$ cat config.mk
export PLATFORM = sky130hd
export DESIGN_NAME = multicycle_controller
export DESIGN_NICKNAME = d
export VERILOG_FILES = /design/src/rtl/multicycle_controller.sv
export SDC_FILE = /design/constraint.sdc
export NUM_CORES = 1
export LEC_CHECK = 0
export BUFFER_PORTS_ARGS = -buffer_cell sky130_fd_sc_hd__buf_2
export CAP_MARGIN = 30
export CORE_MARGIN = 2
export CORE_UTILIZATION = 25
export DETAILED_ROUTE_END_ITERATION = 6
export GPL_TIMING_DRIVEN = 0
export SKIP_CTS_REPAIR_TIMING = 1
export SYNTH_ARGS = -nofsm -noshare
export SYNTH_HDL_FRONTEND = slang
export SYNTH_SLANG_ARGS = --single-unit
$ cat constraint.sdc
create_clock -name clk -period 3.98 [get_ports clk]
set_input_delay 0.597 -clock clk [delete_from_list [all_inputs] [get_ports clk]]
set_output_delay 0.597 -clock clk [all_outputs]
set_load 0.1 [all_outputs]
$ cat src/rtl/multicycle_controller.sv
// Control FSM for the multicycle RV32I datapath (register enables, mux selects, ALU decode).
// Define MEM_WAIT_EN to add mem_ready; FETCH, MEMREAD and MEMWRITE then stall until it is high.
module multicycle_controller #(
  parameter int unsigned STATE_W = 4
) (
  input  logic               clk,
  input  logic               reset,
`ifdef MEM_WAIT_EN
  input  logic               mem_ready,
`endif
  input  logic [6:0]         op,
  input  logic [2:0]         funct3,
  input  logic               funct7b5,
  input  logic               Zero,
  input  logic               Lt,
  output logic               PCWrite,
  output logic               AdrSrc,
  output logic               MemWrite,
  output logic               IRWrite,
  output logic [1:0]         ResultSrc,
  output logic [1:0]         ALUSrcA,
  output logic [1:0]         ALUSrcB,
  output logic               RegWrite,
  output logic [2:0]         ImmSrc,
  output logic [3:0]         ALUControl,
  output logic [STATE_W-1:0] State
);

  localparam logic [3:0] S_FETCH    = 4'd0;
  localparam logic [3:0] S_DECODE   = 4'd1;
  localparam logic [3:0] S_MEMADR   = 4'd2;
  localparam logic [3:0] S_MEMREAD  = 4'd3;
  localparam logic [3:0] S_MEMWB    = 4'd4;
  localparam logic [3:0] S_MEMWRITE = 4'd5;
  localparam logic [3:0] S_EXECR    = 4'd6;
  localparam logic [3:0] S_EXECI    = 4'd7;
  localparam logic [3:0] S_ALUWB    = 4'd8;
  localparam logic [3:0] S_BRANCH   = 4'd9;
  localparam logic [3:0] S_JAL      = 4'd10;
  localparam logic [3:0] S_JALR     = 4'd11;
  localparam logic [3:0] S_JALRLINK = 4'd12;

  localparam logic [6:0] OP_LOAD   = 7'b0000011;
  localparam logic [6:0] OP_STORE  = 7'b0100011;
  localparam logic [6:0] OP_R      = 7'b0110011;
  localparam logic [6:0] OP_IMM    = 7'b0010011;
  localparam logic [6:0] OP_BRANCH = 7'b1100011;
  localparam logic [6:0] OP_JAL    = 7'b1101111;
  localparam logic [6:0] OP_JALR   = 7'b1100111;

  localparam logic [1:0] ALUOP_ADD = 2'b00;
  localparam logic [1:0] ALUOP_SUB = 2'b01;
  localparam logic [1:0] ALUOP_FN  = 2'b10;

  logic [3:0] state;
  logic [3:0] next_state;
  logic [3:0] dstate;
  logic [1:0] aluop;
  logic       taken;
  logic       mem_rdy;
  logic       alt;

`ifdef MEM_WAIT_EN
  assign mem_rdy = mem_ready;
`else
  assign mem_rdy = 1'b1;
`endif

  assign State = STATE_W'(state);

  // state register
  always_ff @(posedge clk) begin
    if (reset) state <= S_FETCH;
    else       state <= next_state;
  end

  // branch condition from the ALU flags
  always_comb begin
    taken = 1'b0;
    case (funct3)
      3'b000:  taken = Zero;
      3'b001:  taken = ~Zero;
      3'b100:  taken = Lt;
      3'b101:  taken = ~Lt;
      default: taken = 1'b0;
    endcase
  end

  // next state and Moore outputs; under reset the outputs decode as FETCH
  always_comb begin
    dstate     = reset ? S_FETCH : state;
    next_state = S_FETCH;
    PCWrite    = 1'b0;
    AdrSrc     = 1'b0;
    MemWrite   = 1'b0;
    IRWrite    = 1'b0;
    RegWrite   = 1'b0;
    ResultSrc  = 2'b00;
    ALUSrcA    = 2'b00;
    ALUSrcB    = 2'b00;
    aluop      = ALUOP_ADD;
    case (dstate)
      S_FETCH: begin
        IRWrite    = mem_rdy;
        PCWrite    = mem_rdy;
        ALUSrcB    = 2'b10;
        ResultSrc  = 2'b10;
        next_state = mem_rdy ? S_DECODE : S_FETCH;
      end
      S_DECODE: begin
        ALUSrcA = 2'b01;
        ALUSrcB = 2'b01;
        case (op)
          OP_LOAD, OP_STORE: next_state = S_MEMADR;
          OP_R:              next_state = S_EXECR;
          OP_IMM:            next_state = S_EXECI;
          OP_BRANCH:         next_state = S_BRANCH;
          OP_JAL:            next_state = S_JAL;
          OP_JALR:           next_state = S_JALR;
          default:           next_state = S_FETCH;
        endcase
      end
      S_MEMADR: begin
        ALUSrcA    = 2'b10;
        ALUSrcB    = 2'b01;
        next_state = op[5] ? S_MEMWRITE : S_MEMREAD;
      end
      S_MEMREAD: begin
        AdrSrc     = 1'b1;
        next_state = mem_rdy ? S_MEMWB : S_MEMREAD;
      end
      S_MEMWB: begin
        ResultSrc = 2'b01;
        RegWrite  = 1'b1;
      end
      S_MEMWRITE: begin
        AdrSrc     = 1'b1;
        MemWrite   = 1'b1;
        next_state = mem_rdy ? S_FETCH : S_MEMWRITE;
      end
      S_EXECR: begin
        ALUSrcA    = 2'b10;
        aluop      = ALUOP_FN;
        next_state = S_ALUWB;
      end
      S_EXECI: begin
        ALUSrcA    = 2'b10;
        ALUSrcB    = 2'b01;
        aluop      = ALUOP_FN;
        next_state = S_ALUWB;
      end
      S_ALUWB: RegWrite = 1'b1;
      S_BRANCH: begin
        ALUSrcA = 2'b10;
        aluop   = ALUOP_SUB;
        PCWrite = taken;
      end
      S_JAL: begin
        PCWrite    = 1'b1;
        ALUSrcA    = 2'b01;
        ALUSrcB    = 2'b10;
        next_state = S_ALUWB;
      end
      S_JALR: begin
        ALUSrcA    = 2'b10;
        ALUSrcB    = 2'b01;
        ResultSrc  = 2'b10;
        PCWrite    = 1'b1;
        next_state = S_JALRLINK;
      end
      S_JALRLINK: begin
        ALUSrcA    = 2'b01;
        ALUSrcB    = 2'b10;
        next_state = S_ALUWB;
      end
      default: next_state = S_FETCH;
    endcase
    if (reset) begin
      PCWrite  = 1'b0;
      IRWrite  = 1'b0;
      MemWrite = 1'b0;
      RegWrite = 1'b0;
    end
  end

  // immediate format from the opcode
  always_comb begin
    case (op)
      OP_STORE:  ImmSrc = 3'b001;
      OP_BRANCH: ImmSrc = 3'b010;
      OP_JAL:    ImmSrc = 3'b011;
      default:   ImmSrc = 3'b000;
    endcase
  end

  // aludec: {funct3, alt}; alt selects sub (R-type only) or arithmetic right shift
  always_comb begin
    alt        = 1'b0;
    ALUControl = 4'b0000;
    case (aluop)
      ALUOP_SUB: ALUControl = 4'b0001;
      ALUOP_FN: begin
        if (funct3 == 3'b101)      alt = funct7b5;
        else if (funct3 == 3'b000) alt = funct7b5 & op[5];
        ALUControl = {funct3, alt};
      end
      default: ALUControl = 4'b0000;
    endcase
  end

endmodule

==> impl_summary.md <==
Outcome
The run finished with clean final reports.

Pwr
The share of total power dissipated in the clock network is 0.271. The power density normalized to cell area is 203 nW/um^2. Of the total power, the share spent switching nets is 0.469. The net switching power is 0.0000857 W. The leakage power of the design is about 0.42 nW. The internal power summed over all cells is 0.0000969 W. The post-route total power is 0.000183 W. The share of power burned in combinational logic is 0.499. The worst-case IR drop observed on VDD is 0.158 mV.

The sequential share of power is 0.230.

Floorplan
The initial core utilization is 0.260. 37 I/O pins were placed. The die outline height is 54.3 um. The die footprint is roughly 3000 um^2. The die width is between 50 and 60 um.

The placeable core area is between 2000 and 2500 um^2. The floorplan has 18 rows.

Place
Prior to clock tree synthesis, the placed netlist has a worst setup slack of about 0.92 ns. The count of buffers added on input and output ports is 35. The weighted congestion at the end of routability-driven global placement is approximately 0.74.

Detailed placement finished with a half-perimeter wire length of around 1.4 mm.

Run
The max-capacitance violation count is 0.

Setup path
The critical path in this run is classified as in2out. The worst-path maximum fanout is 10. The worst-case register-to-register setup slack is 2.68 ns. At the worst endpoint, the arrival time is 2.45 ns.

The largest single stage delay on the critical path is 0.43 ns. Data on the critical path is required at its endpoint by 3.38 ns. The number of cells on the worst reg-to-reg path is 4. The most repeated library cell on the critical path is buf_2. The startpoint kind of the worst setup timing path is an input pin. The reg-to-reg startpoint is State[0]$_SDFF_PP0_. The family with the most delay on the worst path is buffers and inverters. The slowest stage of the critical path belongs to the cell buf_2. The critical path goes through buf_2 -> clkbuf_1 -> nor2_1 -> nand3_1 -> ha_1 -> nand2_1 -> a211o_1 -> a21oi_2 -> buf_2. The kind of end point of the critical path is a primary output.

The number of buffers and inverters on the critical path is 3. The worst register-to-register path ends at State[1]$_SDFF_PP0_.

Synthesis
The biggest area consumer among synthesized cells is dfxtp_1. The share of the synthesized area in compound gates (AO/OA/AOI/OAI) is 0.204. The simple logic cell fraction of the synthesized area is 0.458. The post-synthesis share of cell area spent on xor and xnor gates is 0.0553. During synthesis, Yosys emitted a total of 0 warnings. The net count after synthesis is 110. Of the post-synthesis cell area, the dominant cell type holds 0.126.

The flip-flop and latch count after synthesis is 4. The sequential share of the synthesized area is 0.126. After synthesis, the cell types taking the most area are dfxtp_1 13%, nor3_1 5.5%, nand2_1 4.7%, nor2_1 4.2%, o32ai_1 4.2%. The proportion of synthesized area in mux cells is 0.0316. The distinct cell type count of the synthesized netlist is 37.

The combinational family with the most area after synthesis is simple AND/OR/NAND/NOR gates. Of the total synthesized cell area, the portion taken by full adders, half adders and majority gates is 0.0395. The combined area of all synthesized cells is 633 um^2.

A synthesized cell averages 6.81 um^2. Synthesis produced a netlist whose cell count is 93.

Hold path
The startpoint of the worst hold path is State[1]$_SDFF_PP0_. The worst hold path terminates at State[0]$_SDFF_PP0_. In this run the worst hold path is classified as reg2reg. The worst hold path was traced through 3 stages.

Drt
The total via count in the routed design is a little over 800. After the first detailed-routing iteration, the DRC count stood at 9. Before antenna repair, the detailed router went through 4 iterations. After detailed routing, the number of remaining DRC violations is 0. The vias per cell is 5.03.

The final antenna-violating net count is 0. In the final routed layout, each cell accounts on average for approximately 11 um. Wires add up to 1.80 mm.

Timing
The largest clock skew in the final design is 0.00392 ns. Setup violations remaining at the end of the flow were counted as 0. The shortest clock period the worst path allows after layout is approximately 3 ns.

Setup repair after global routing left no endpoint under its margin. For this run, the top clock speed supported by timing is 0.328 GHz. The count of pins over their slew limit was 0.

The worst path meets setup with 0.931 ns of slack. The number of hold-slack violations in the final timing report is 0. The share of the clock period used by the worst path is 0.766.

Global routing
The total overflow left after global routing is 0. The via count of the first global-routing pass is slightly below 700. The pin count of the biggest net entering global routing is 11. The first global-routing pass estimated 2.68 mm of wire.

The number of antenna violations at the first check in global routing is 0. The global-route usage over all layers is 0.120.

Finish
From synthesis to final layout, the design area changed by 41.9%. The register with the most flip-flops in the layout has 4 of them. The count of filler cells inserted in the layout is approximately 270. The final net count is 150.

In the final layout, flip-flops and latches occupy 80.1 um^2. The share of cells above drive strength 1 is 0.397. Summing all multi-input logic gate instances after layout gives approximately 530 um^2. 0 antenna diodes ended up in the layout.

CTS
The number of clock sinks is 4. The clock passes through at most 2 buffers. TritonCTS built the clock tree.

Clock-pin slew was measured on the worst setup and hold paths at 0.04 ns. In this run the number of H-tree levels came out at 1. Clock tree synthesis selected as its root buffer the cell clkbuf_4. The later pin in the worst-skew pair is clocked with a latency of 0.23 ns. TritonCTS created 3 clock buffers.
==> area by class of cell <==
class                           instances  share of cell area
Multi-Input combinational cell         79               0.593
Timing Repair Buffer                   35               0.195
Sequential cell                         4              0.0891
Buffer                                  7              0.0432
Tap cell                               30              0.0418
Clock buffer                            3              0.0251
Inverter                                3              0.0125
==> cells in the mapped netlist <==
master / number
buf_4: 2
a21oi_1: 5
o21ai_0: 2
ha_1: 2
and4b_1: 1
or3_1: 4
nand4b_1: 1
clkbuf_1: 1
inv_1: 2
or2_2: 1
nor2b_1: 4
nand3_1: 4
buf_2: 4
nor3_1: 7
or3b_1: 1
xor2_1: 2
dfxtp_1: 4
a311oi_1: 2
nand3b_1: 1
xnor2_1: 2
mux2i_1: 2
nor2_1: 7
or2_1: 2
inv_2: 1
and3_1: 2
nand2_1: 8
a21oi_2: 1
o31a_1: 1
conb_1: 1
nand2b_1: 3
nor4b_1: 1
o21bai_1: 2
a211o_1: 1
nor4bb_1: 1
a221oi_1: 1
and2_1: 4
o32ai_1: 3
==> per-layer routing <==
| layer | track usage | vias up | routed length, um |
|---|---|---|---|
| met2 | 0.219 | 29 | 920 |
| met5 | 0 | - | 0 |
| li1 | - | 408 | - |
| met1 | 0.135 | 371 | 732 |
| met4 | 0.0500 | 0 | 8 |
| met3 | 0.0219 | 2 | 135 |
==> how the worst max path moves through the flow <==
stage / start / depth (start not counted) / end
3_3_place_gp: reset / 9 / ALUControl[0]
5_1_grt: reset / 9 / ALUControl[0]
4_1_cts: reset / 9 / ALUControl[0]
6_report: reset / 9 / ALUControl[0]
2_1_floorplan: State[2]$_SDFF_PP0_ / 3 / MemWrite
3_5_place_dp: reset / 9 / ALUControl[0]
==> cell usage in the layout (no fill, tap or decap), types with 3 or more instances in the layout <==
cell type  instances
clkbuf_4           3
or3_1              4
nand3_1            4
nor2b_1            4
dfxtp_1            4
nand2b_1           3
and2_1             4
buf_2             39
nor2_1             7
nand2_1            8
a21oi_1            5
nor3_1             5
==> cell families (layout without fill, tap and decap cells) <==
| family | Yosys count | after routing |
|---|---|---|
| AO/OA/AOI/OAI | 18 | 18 |
| multiplexers | 2 | 2 |
| adder cells (fa/ha/maj) | 2 | 2 |
| flip-flops | 4 | 4 |
| XOR/XNOR | 4 | 4 |
| other | 1 | 1 |
| buffers and inverters | 10 | 48 |
| AND/OR/NAND/NOR | 52 | 52 |
==> power groups by stage <==
stage | sequential (W) | clock [W] | combinational, W
after floorplan | 0.0000499 | 0 | 0.0000638
after global placement | 0.0000427 | 0 | 0.0000903
after detailed placement | 0.0000427 | 0 | 0.0000911
after CTS | 0.0000420 | 0.0000524 | 0.0000912
after global routing | 0.0000421 | 0.0000524 | 0.0000963
final | 0.0000420 | 0.0000495 | 0.0000911
==> worst reg2reg max path: stages (launching register included) <==
cell and delay (ns):
dfxtp_1 0.30, buf_2 0.17, or3_1 0.34, or3_1 0.31, o21ai_0 0.08
==> through the flow <==
| step | cell area [um^2] | cells | util | hold slack, ns | setup TNS [ns] |
|---|---|---|---|---|---|
| final | 898 | 161 | 0.369 | 0.714 | 0 |
| after CTS | 898 | 161 | 0.369 | 0.711 | 0 |
| after global routing | 898 | 161 | 0.369 | 0.739 | 0 |
| after detailed placement | 876 | 158 | 0.360 | 0.702 | 0 |
| after global placement | 876 | 158 | 0.360 | 0.683 | 0 |
| after floorplan | 663 | 93 | - | 0.752 | -0.158 |
Note: power is estimated with default switching activity, not from simulation.
